$ cat src/rtl/spi_slave_target.sv
`timescale 1ns/1ps
`default_nettype none
// +----------------------------------------------------------------------------+
// | Module      : spi_slave_target                                             |
// | Description : SPI target endpoint. SCLK/CS/MOSI are oversampled in the     |
// |               clk_i domain (never used as clocks). Samples MOSI on SCLK    |
// |               rise, shifts MISO on SCLK fall (SPI modes 0 and 3), MSB      |
// |               first. Byte-wide valid/ready RX and one-entry TX buffer.     |
// | Ports       : clk_i/rst_i      system clock, sync active-high reset        |
// |               sclk_i/cs_i/mosi_i  async SPI inputs (cs active-high)        |
// |               miso_o/miso_oe_o    serial out and its enable                |
// |               rx_*                received word, valid/ready, overrun      |
// |               tx_*                word to send, valid/ready, underrun      |
// |               frame_active_o/frame_abort_o  frame status                   |
// | Revision    : 1.0 - initial release                                        |
// +----------------------------------------------------------------------------+
module spi_slave_target #(
  parameter int                DATA_W       = 8,
  parameter logic [DATA_W-1:0] TX_IDLE_BYTE = '1,
  parameter int                SYNC_STAGES  = 2
) (
  input  logic              clk_i,
  input  logic              rst_i,
  input  logic              sclk_i,
  input  logic              cs_i,
  input  logic              mosi_i,
  output logic              miso_o,
  output logic              miso_oe_o,
  output logic [DATA_W-1:0] rx_data_o,
  output logic              rx_valid_o,
  input  logic              rx_ready_i,
  output logic              rx_overrun_o,
  input  logic [DATA_W-1:0] tx_data_i,
  input  logic              tx_valid_i,
  output logic              tx_ready_o,
  output logic              tx_underrun_o,
  output logic              frame_active_o,
  output logic              frame_abort_o
);

  localparam int CNT_W = (DATA_W > 1) ? $clog2(DATA_W) : 1;
  localparam logic [CNT_W-1:0] c_bit_top = CNT_W'(DATA_W - 1);

  typedef enum logic [1:0] {
    ST_IDLE  = 2'd0,
    ST_LOAD  = 2'd1,
    ST_SHIFT = 2'd2
  } state_t;

  // Synchronizers plus one delay flop for edge detection
  logic [SYNC_STAGES-1:0] sclk_sync_q, cs_sync_q, mosi_sync_q;
  logic                   sclk_dly_q, cs_dly_q;

  state_t              state_q, state_d;
  logic [CNT_W-1:0]    bit_cnt_q, bit_cnt_d;
  logic [DATA_W-1:0]   rx_shift_q, rx_shift_d;
  logic [DATA_W-1:0]   rx_data_q, rx_data_d;
  logic                rx_valid_q, rx_valid_d;
  logic                rx_overrun_q, rx_overrun_d;
  logic [DATA_W-1:0]   tx_shift_q, tx_shift_d;
  logic                miso_q, miso_d;
  logic [DATA_W-1:0]   tx_buf_q, tx_buf_d;
  logic                tx_full_q, tx_full_d;
  logic                tx_underrun_q, tx_underrun_d;
  logic                idle_pend_q, idle_pend_d;
  logic                seen_rise_q, seen_rise_d;
  logic                frame_abort_q, frame_abort_d;

  logic             sclk_s, cs_s, mosi_s;
  logic             sclk_rise, sclk_fall, cs_rise;
  logic             load;
  logic [CNT_W-1:0] bit_idx;

  assign sclk_s    = sclk_sync_q[SYNC_STAGES-1];
  assign cs_s      = cs_sync_q[SYNC_STAGES-1];
  assign mosi_s    = mosi_sync_q[SYNC_STAGES-1];
  assign sclk_rise = sclk_s & ~sclk_dly_q;
  assign sclk_fall = ~sclk_s & sclk_dly_q;
  assign cs_rise   = cs_s & ~cs_dly_q;
  // After k rises of the current word, the next fall presents bit DATA_W-1-k;
  // at k=0 (just past a boundary) that is the MSB of the freshly loaded word.
  assign bit_idx   = c_bit_top - bit_cnt_q;

  always_comb begin
    state_d       = state_q;
    bit_cnt_d     = bit_cnt_q;
    rx_shift_d    = rx_shift_q;
    rx_data_d     = rx_data_q;
    rx_valid_d    = rx_valid_q;
    rx_overrun_d  = 1'b0;
    tx_shift_d    = tx_shift_q;
    miso_d        = miso_q;
    tx_buf_d      = tx_buf_q;
    tx_full_d     = tx_full_q;
    tx_underrun_d = 1'b0;
    idle_pend_d   = idle_pend_q;
    seen_rise_d   = seen_rise_q;
    frame_abort_d = 1'b0;
    load          = 1'b0;

    if (rx_valid_q && rx_ready_i) begin
      rx_valid_d = 1'b0;
    end

    case (state_q)
      ST_IDLE: begin
        if (cs_rise) begin
          state_d = ST_LOAD;
        end
      end
      ST_LOAD: begin
        if (!cs_s) begin
          state_d = ST_IDLE;
        end else begin
          state_d = ST_SHIFT;
          load    = 1'b1;
        end
      end
      ST_SHIFT: begin
        if (!cs_s) begin
          state_d       = ST_IDLE;
          frame_abort_d = (bit_cnt_q != '0);
        end else if (sclk_rise) begin
          seen_rise_d = 1'b1;
          rx_shift_d  = {rx_shift_q[DATA_W-2:0], mosi_s};
          // An idle-byte word is reported when it actually starts on the wire,
          // so the trailing boundary load at the end of a frame stays silent.
          if (bit_cnt_q == '0 && idle_pend_q) begin
            tx_underrun_d = 1'b1;
            idle_pend_d   = 1'b0;
          end
          if (bit_cnt_q == c_bit_top) begin
            bit_cnt_d    = '0;
            rx_data_d    = rx_shift_d;
            rx_valid_d   = 1'b1;
            rx_overrun_d = rx_valid_q & ~rx_ready_i;
            load         = 1'b1;
          end else begin
            bit_cnt_d = bit_cnt_q + CNT_W'(1);
          end
        end else if (sclk_fall && seen_rise_q) begin
          miso_d = tx_shift_q[bit_idx];
        end
      end
      default: begin
        state_d = ST_IDLE;
      end
    endcase

    // Leaving the frame discards the partial word and the shifting TX word;
    // the TX buffer is deliberately kept.
    if (state_q != ST_IDLE && state_d == ST_IDLE) begin
      bit_cnt_d   = '0;
      seen_rise_d = 1'b0;
      idle_pend_d = 1'b0;
      tx_shift_d  = '0;
      miso_d      = 1'b0;
    end

    if (load) begin
      if (tx_full_q) begin
        tx_shift_d = tx_buf_q;
        tx_full_d  = 1'b0;
      end else begin
        tx_shift_d  = TX_IDLE_BYTE;
        idle_pend_d = 1'b1;
      end
      miso_d = tx_shift_d[DATA_W-1];
    end

    // Accept uses the pre-load buffer state, so a same-cycle offer never
    // feeds the load above; it waits for the next boundary.
    if (tx_valid_i && !tx_full_q) begin
      tx_buf_d  = tx_data_i;
      tx_full_d = 1'b1;
    end
  end

  always_ff @(posedge clk_i) begin
    if (rst_i) begin
      sclk_sync_q   <= '0;
      cs_sync_q     <= '0;
      mosi_sync_q   <= '0;
      sclk_dly_q    <= 1'b0;
      cs_dly_q      <= 1'b0;
      state_q       <= ST_IDLE;
      bit_cnt_q     <= '0;
      rx_shift_q    <= '0;
      rx_data_q     <= '0;
      rx_valid_q    <= 1'b0;
      rx_overrun_q  <= 1'b0;
      tx_shift_q    <= '0;
      miso_q        <= 1'b0;
      tx_buf_q      <= '0;
      tx_full_q     <= 1'b0;
      tx_underrun_q <= 1'b0;
      idle_pend_q   <= 1'b0;
      seen_rise_q   <= 1'b0;
      frame_abort_q <= 1'b0;
    end else begin
      sclk_sync_q   <= {sclk_sync_q[SYNC_STAGES-2:0], sclk_i};
      cs_sync_q     <= {cs_sync_q[SYNC_STAGES-2:0], cs_i};
      mosi_sync_q   <= {mosi_sync_q[SYNC_STAGES-2:0], mosi_i};
      sclk_dly_q    <= sclk_s;
      cs_dly_q      <= cs_s;
      state_q       <= state_d;
      bit_cnt_q     <= bit_cnt_d;
      rx_shift_q    <= rx_shift_d;
      rx_data_q     <= rx_data_d;
      rx_valid_q    <= rx_valid_d;
      rx_overrun_q  <= rx_overrun_d;
      tx_shift_q    <= tx_shift_d;
      miso_q        <= miso_d;
      tx_buf_q      <= tx_buf_d;
      tx_full_q     <= tx_full_d;
      tx_underrun_q <= tx_underrun_d;
      idle_pend_q   <= idle_pend_d;
      seen_rise_q   <= seen_rise_d;
      frame_abort_q <= frame_abort_d;
    end
  end

  assign miso_o         = (state_q != ST_IDLE) & miso_q;
  assign miso_oe_o      = (state_q != ST_IDLE);
  assign frame_active_o = (state_q != ST_IDLE);
  assign rx_data_o      = rx_data_q;
  assign rx_valid_o     = rx_valid_q;
  assign rx_overrun_o   = rx_overrun_q;
  assign tx_ready_o     = ~tx_full_q;
  assign tx_underrun_o  = tx_underrun_q;
  assign frame_abort_o  = frame_abort_q;

endmodule
`default_nettype wire
$ cat config.mk
export PLATFORM = sky130hd
export DESIGN_NAME = spi_slave_target
export DESIGN_NICKNAME = d
export VERILOG_FILES = /design/src/rtl/spi_slave_target.sv
export SDC_FILE = /design/constraint.sdc
export NUM_CORES = 1
export LEC_CHECK = 0
export CAP_MARGIN = 20
export CORE_AREA = 10 10 68 82
export DETAILED_ROUTE_END_ITERATION = 12
export DIE_AREA = 0 0 78 92
export PLACE_DENSITY = 0.88
export RECOVER_POWER = 100
export REMOVE_ABC_BUFFERS = 1
export SLEW_MARGIN = 15
export SYNTH_ARGS = -nofsm -noshare
export SYNTH_HDL_FRONTEND = slang
export SYNTH_SLANG_ARGS = --single-unit
$ cat constraint.sdc
create_clock -name clk_i -period 1.7 [get_ports clk_i]
set_input_delay 0.34 -clock clk_i [delete_from_list [all_inputs] [get_ports clk_i]]
set_output_delay 0.34 -clock clk_i [all_outputs]
set_load 0.1 [all_outputs]
==> results.sh <==
export IMPL_power_density_nw_per_um2=864
export IMPL_nets=298
export IMPL_cp_end_kind="register"
export IMPL_min_path_type="reg -> reg"
export IMPL_rows=26
export IMPL_worst_slew_pin_slew_ps=551
export IMPL_gp_congestion=0.854
export IMPL_die_w_um=78
export IMPL_numCtsBuffers=5
export IMPL_p_leak_uw=0.00105
export IMPL_synth_common_cells="52 x dfxtp_1, 39 x nand2_1, 28 x a21oi_1"
export IMPL_critPathSlowestCell="dfxtp_1"
export IMPL_grt_total_usage_pct=12.9
export IMPL_finalHoldViolations=0
export IMPL_worstSetupPathType="reg -> reg"
export IMPL_crit_family="simple AND/OR/NAND/NOR gates"
export IMPL_vias_per_cell=5.40
export IMPL_synth_edff_count=0
export IMPL_placed_area_um2=2620
export IMPL_syn_area_per_cell_um2=8.98
export IMPL_core_um2=4070
export IMPL_wl_per_cell_um=15.5
export IMPL_finalCritPeriodShare_pct=98.2
export IMPL_yosys_area_top_type_share_pct=50.4
export IMPL_critPathBufInv=1
export IMPL_worstPathMaxFanout=5
export IMPL_initial_core_util_pct=50.8
export IMPL_die_height_um=92
export IMPL_routed_wl_mm=5.15
export IMPL_synth_top_flop_cell="dfxtp_1"
export IMPL_drtIter0Drc=152
export IMPL_root_buffer="clkbuf_8"
export IMPL_synth_cell_types=35
export IMPL_worstSetupStartpointType="register"
export IMPL_critPathRequiredTime_ps=1920
export IMPL_clk_path_buf_depth=2
export IMPL_synth_area_top_cells="dfxtp_1 50%, nand2_1 7.1%, a21oi_1 6.8%"
export IMPL_path_cells="ha_2, ha_4, and4b_1, o211ai_2, buf_6, nor3_1, nor3_1"
export IMPL_ant_nets=0
export IMPL_grt_overflow=0
export IMPL_cts_sinks=52
export IMPL_final_util_pct=68.1
export IMPL_antenna_found_initial=0
export IMPL_synth_most_common_cell="dfxtp_1"
export IMPL_async_flop_share_pct=0
export IMPL_seq_area_frac_synth_pct=50.4
export IMPL_drive_gt1_share_pct=25.6
export IMPL_crit_top_cell="nor3_1"
export IMPL_vias=1799
export IMPL_ys_ff_latch=52
export IMPL_synth_area_um2=2060
export IMPL_fmax_mhz=599
export IMPL_diodes=0
export IMPL_ir_drop_mv=0.666
export IMPL_dieArea_um2=7180
export IMPL_area_growth_pct=34.1
export IMPL_max_slew_margin_pct=63.4
export IMPL_post_route_drc_count=0
export IMPL_setup_viol=0
export IMPL_max_cap_violations=0
export IMPL_status="complete, no violations"
export IMPL_slew_viol_final=0
export IMPL_regArea_um2=1050
export IMPL_first_pass_iters=4
export IMPL_grt_max_degree=17
export IMPL_insertion_delay_ps=310
export IMPL_fin_area_um2=2770
export IMPL_path_clk_slew_ps=90
export IMPL_yosysWarnings=0
export IMPL_n_fill_cell=310
export IMPL_grt_pass1_wl_mm=7.58
export IMPL_grt_pass1_vias=1666
export IMPL_hpwl_mm=3.20
export IMPL_arrival_ps=1890
export IMPL_io_pins=31
export IMPL_synth_top_area_cell="dfxtp_1"
export IMPL_synthCells=230
export IMPL_io_buffers=30
export IMPL_slowest_delay_ps=330
export IMPL_timing_final_crit_period_ps=1670
export IMPL_rsz0062_at_grt="yes"
export IMPL_cts_tree="yes"
export IMPL_final_setup_skew_ps=7.78
export IMPL_h_tree_depth=2
export IMPL_multi_input_area_um2=1030
-- worst paths after layout --
path	from	endpoint	slack, ps	depth (start not counted)
max	bit_cnt_q[0]$_SDFFE_PP0P_	tx_shift_q[1]$_SDFFE_PP0P_	30	7
min	sclk_sync_q[0]$_SDFF_PP0_	sclk_sync_q[1]$_SDFF_PP0_	450	1
max reg2reg	bit_cnt_q[0]$_SDFFE_PP0P_	tx_shift_q[1]$_SDFFE_PP0P_	30	7
min reg2reg	sclk_sync_q[0]$_SDFF_PP0_	sclk_sync_q[1]$_SDFF_PP0_	450	1
-- what timing repair did --
| item | CTS | global route |
|---|---|---|
| buffers inserted | 1 | 7 |
| pin swaps | 0 | 8 |
| hold buffers | 0 | 0 |
| endpoints found under the setup margin | 9 | 23 |
| gates cloned | 0 | 2 |
| resized for setup | 5 | 30 |
-- state kept, by name, summed over array words and instances (netlist names), 2 cells and up --
name,cells
rx_data_o,8
tx_buf_q,8
tx_shift_q,8
rx_shift_q,7
bit_cnt_q,3
cs_sync_q,2
mosi_sync_q,2
sclk_sync_q,2
state_q,2
-- routing by layer --
layer  vias to the layer above  wire, um  track usage [%]
met5                         -         0                0
met4                         0       112             6.59
met2                        63      2770             23.1
met1                       857      2020             13.2
li1                        868         -                -
met3                        11       249             3.81
-- cell usage in the layout, fill, tap and decap left out, types with 2 or more instances in the layout --
master / n
buf_4: 17
clkbuf_8: 7
mux2i_1: 12
nand2_1: 39
inv_2: 2
a21oi_1: 26
a21oi_2: 2
and3_1: 2
nand3_1: 2
buf_6: 3
nor2_1: 17
inv_1: 4
buf_12: 4
and4b_1: 2
ha_4: 4
nor2b_1: 10
clkbuf_2: 13
ha_2: 2
dfxtp_1: 50
clkdlybuf4s50_1: 13
dfxtp_4: 2
nor3_1: 16
inv_4: 2
-- worst reg2reg max path: stages, from the launching register on --
cell and delay, ps:
dfxtp_1 330, ha_2 200, ha_4 170, and4b_1 210
o211ai_2 260, buf_6 160, nor3_1 50, nor3_1 200
-- layout make-up --
type                    instances  area share, %
well taps                      56           2.53
multi-input cells             156           37.3
inverters                       8           1.27
repair buffers                 53           16.5
clock inverters                 1           1.08
clock buffers                   7           3.48
flip-flops and latches         52           37.9
-- report_power, final --
part / switching [uW] / internal, uW / total [uW] / leakage [uW]
registers: 17.2 / 1240 / 1260 / 0.000423
logic: 123 / 97.0 / 220 / 0.000563
clock network: 396 / 519 / 915 / 0.0000645
-- cell families (layout without fill, tap and decap cells) --
family	count (synthesis)	in the layout	share of synthesized area (%)
buffers and inverters	22	69	4.79
adder cells (fa/ha/maj)	7	7	4.24
flip-flops	52	52	50.4
AO/OA/AOI/OAI	40	40	11.8
multiplexers	13	13	6.91
AND/OR/NAND/NOR	96	96	21.9
-- metrics by stage --
stage | hold WS (ps) | worst slack [ps] | setup TNS (ps) | instances | power, uW
2_1_floorplan | 407 | -1120 | -18060 | 216 | 1370
6_report | 446 | 30.8 | 0 | 333 | 2390
4_1_cts | 444 | 8.74 | 0 | 324 | 2380
3_3_place_gp | 417 | 78.9 | 0 | 315 | 1470
5_1_grt | 466 | -31.1 | -153 | 333 | 2470
3_5_place_dp | 424 | -13.3 | -16.6 | 315 | 1480
(Power assumes the default switching activity.)
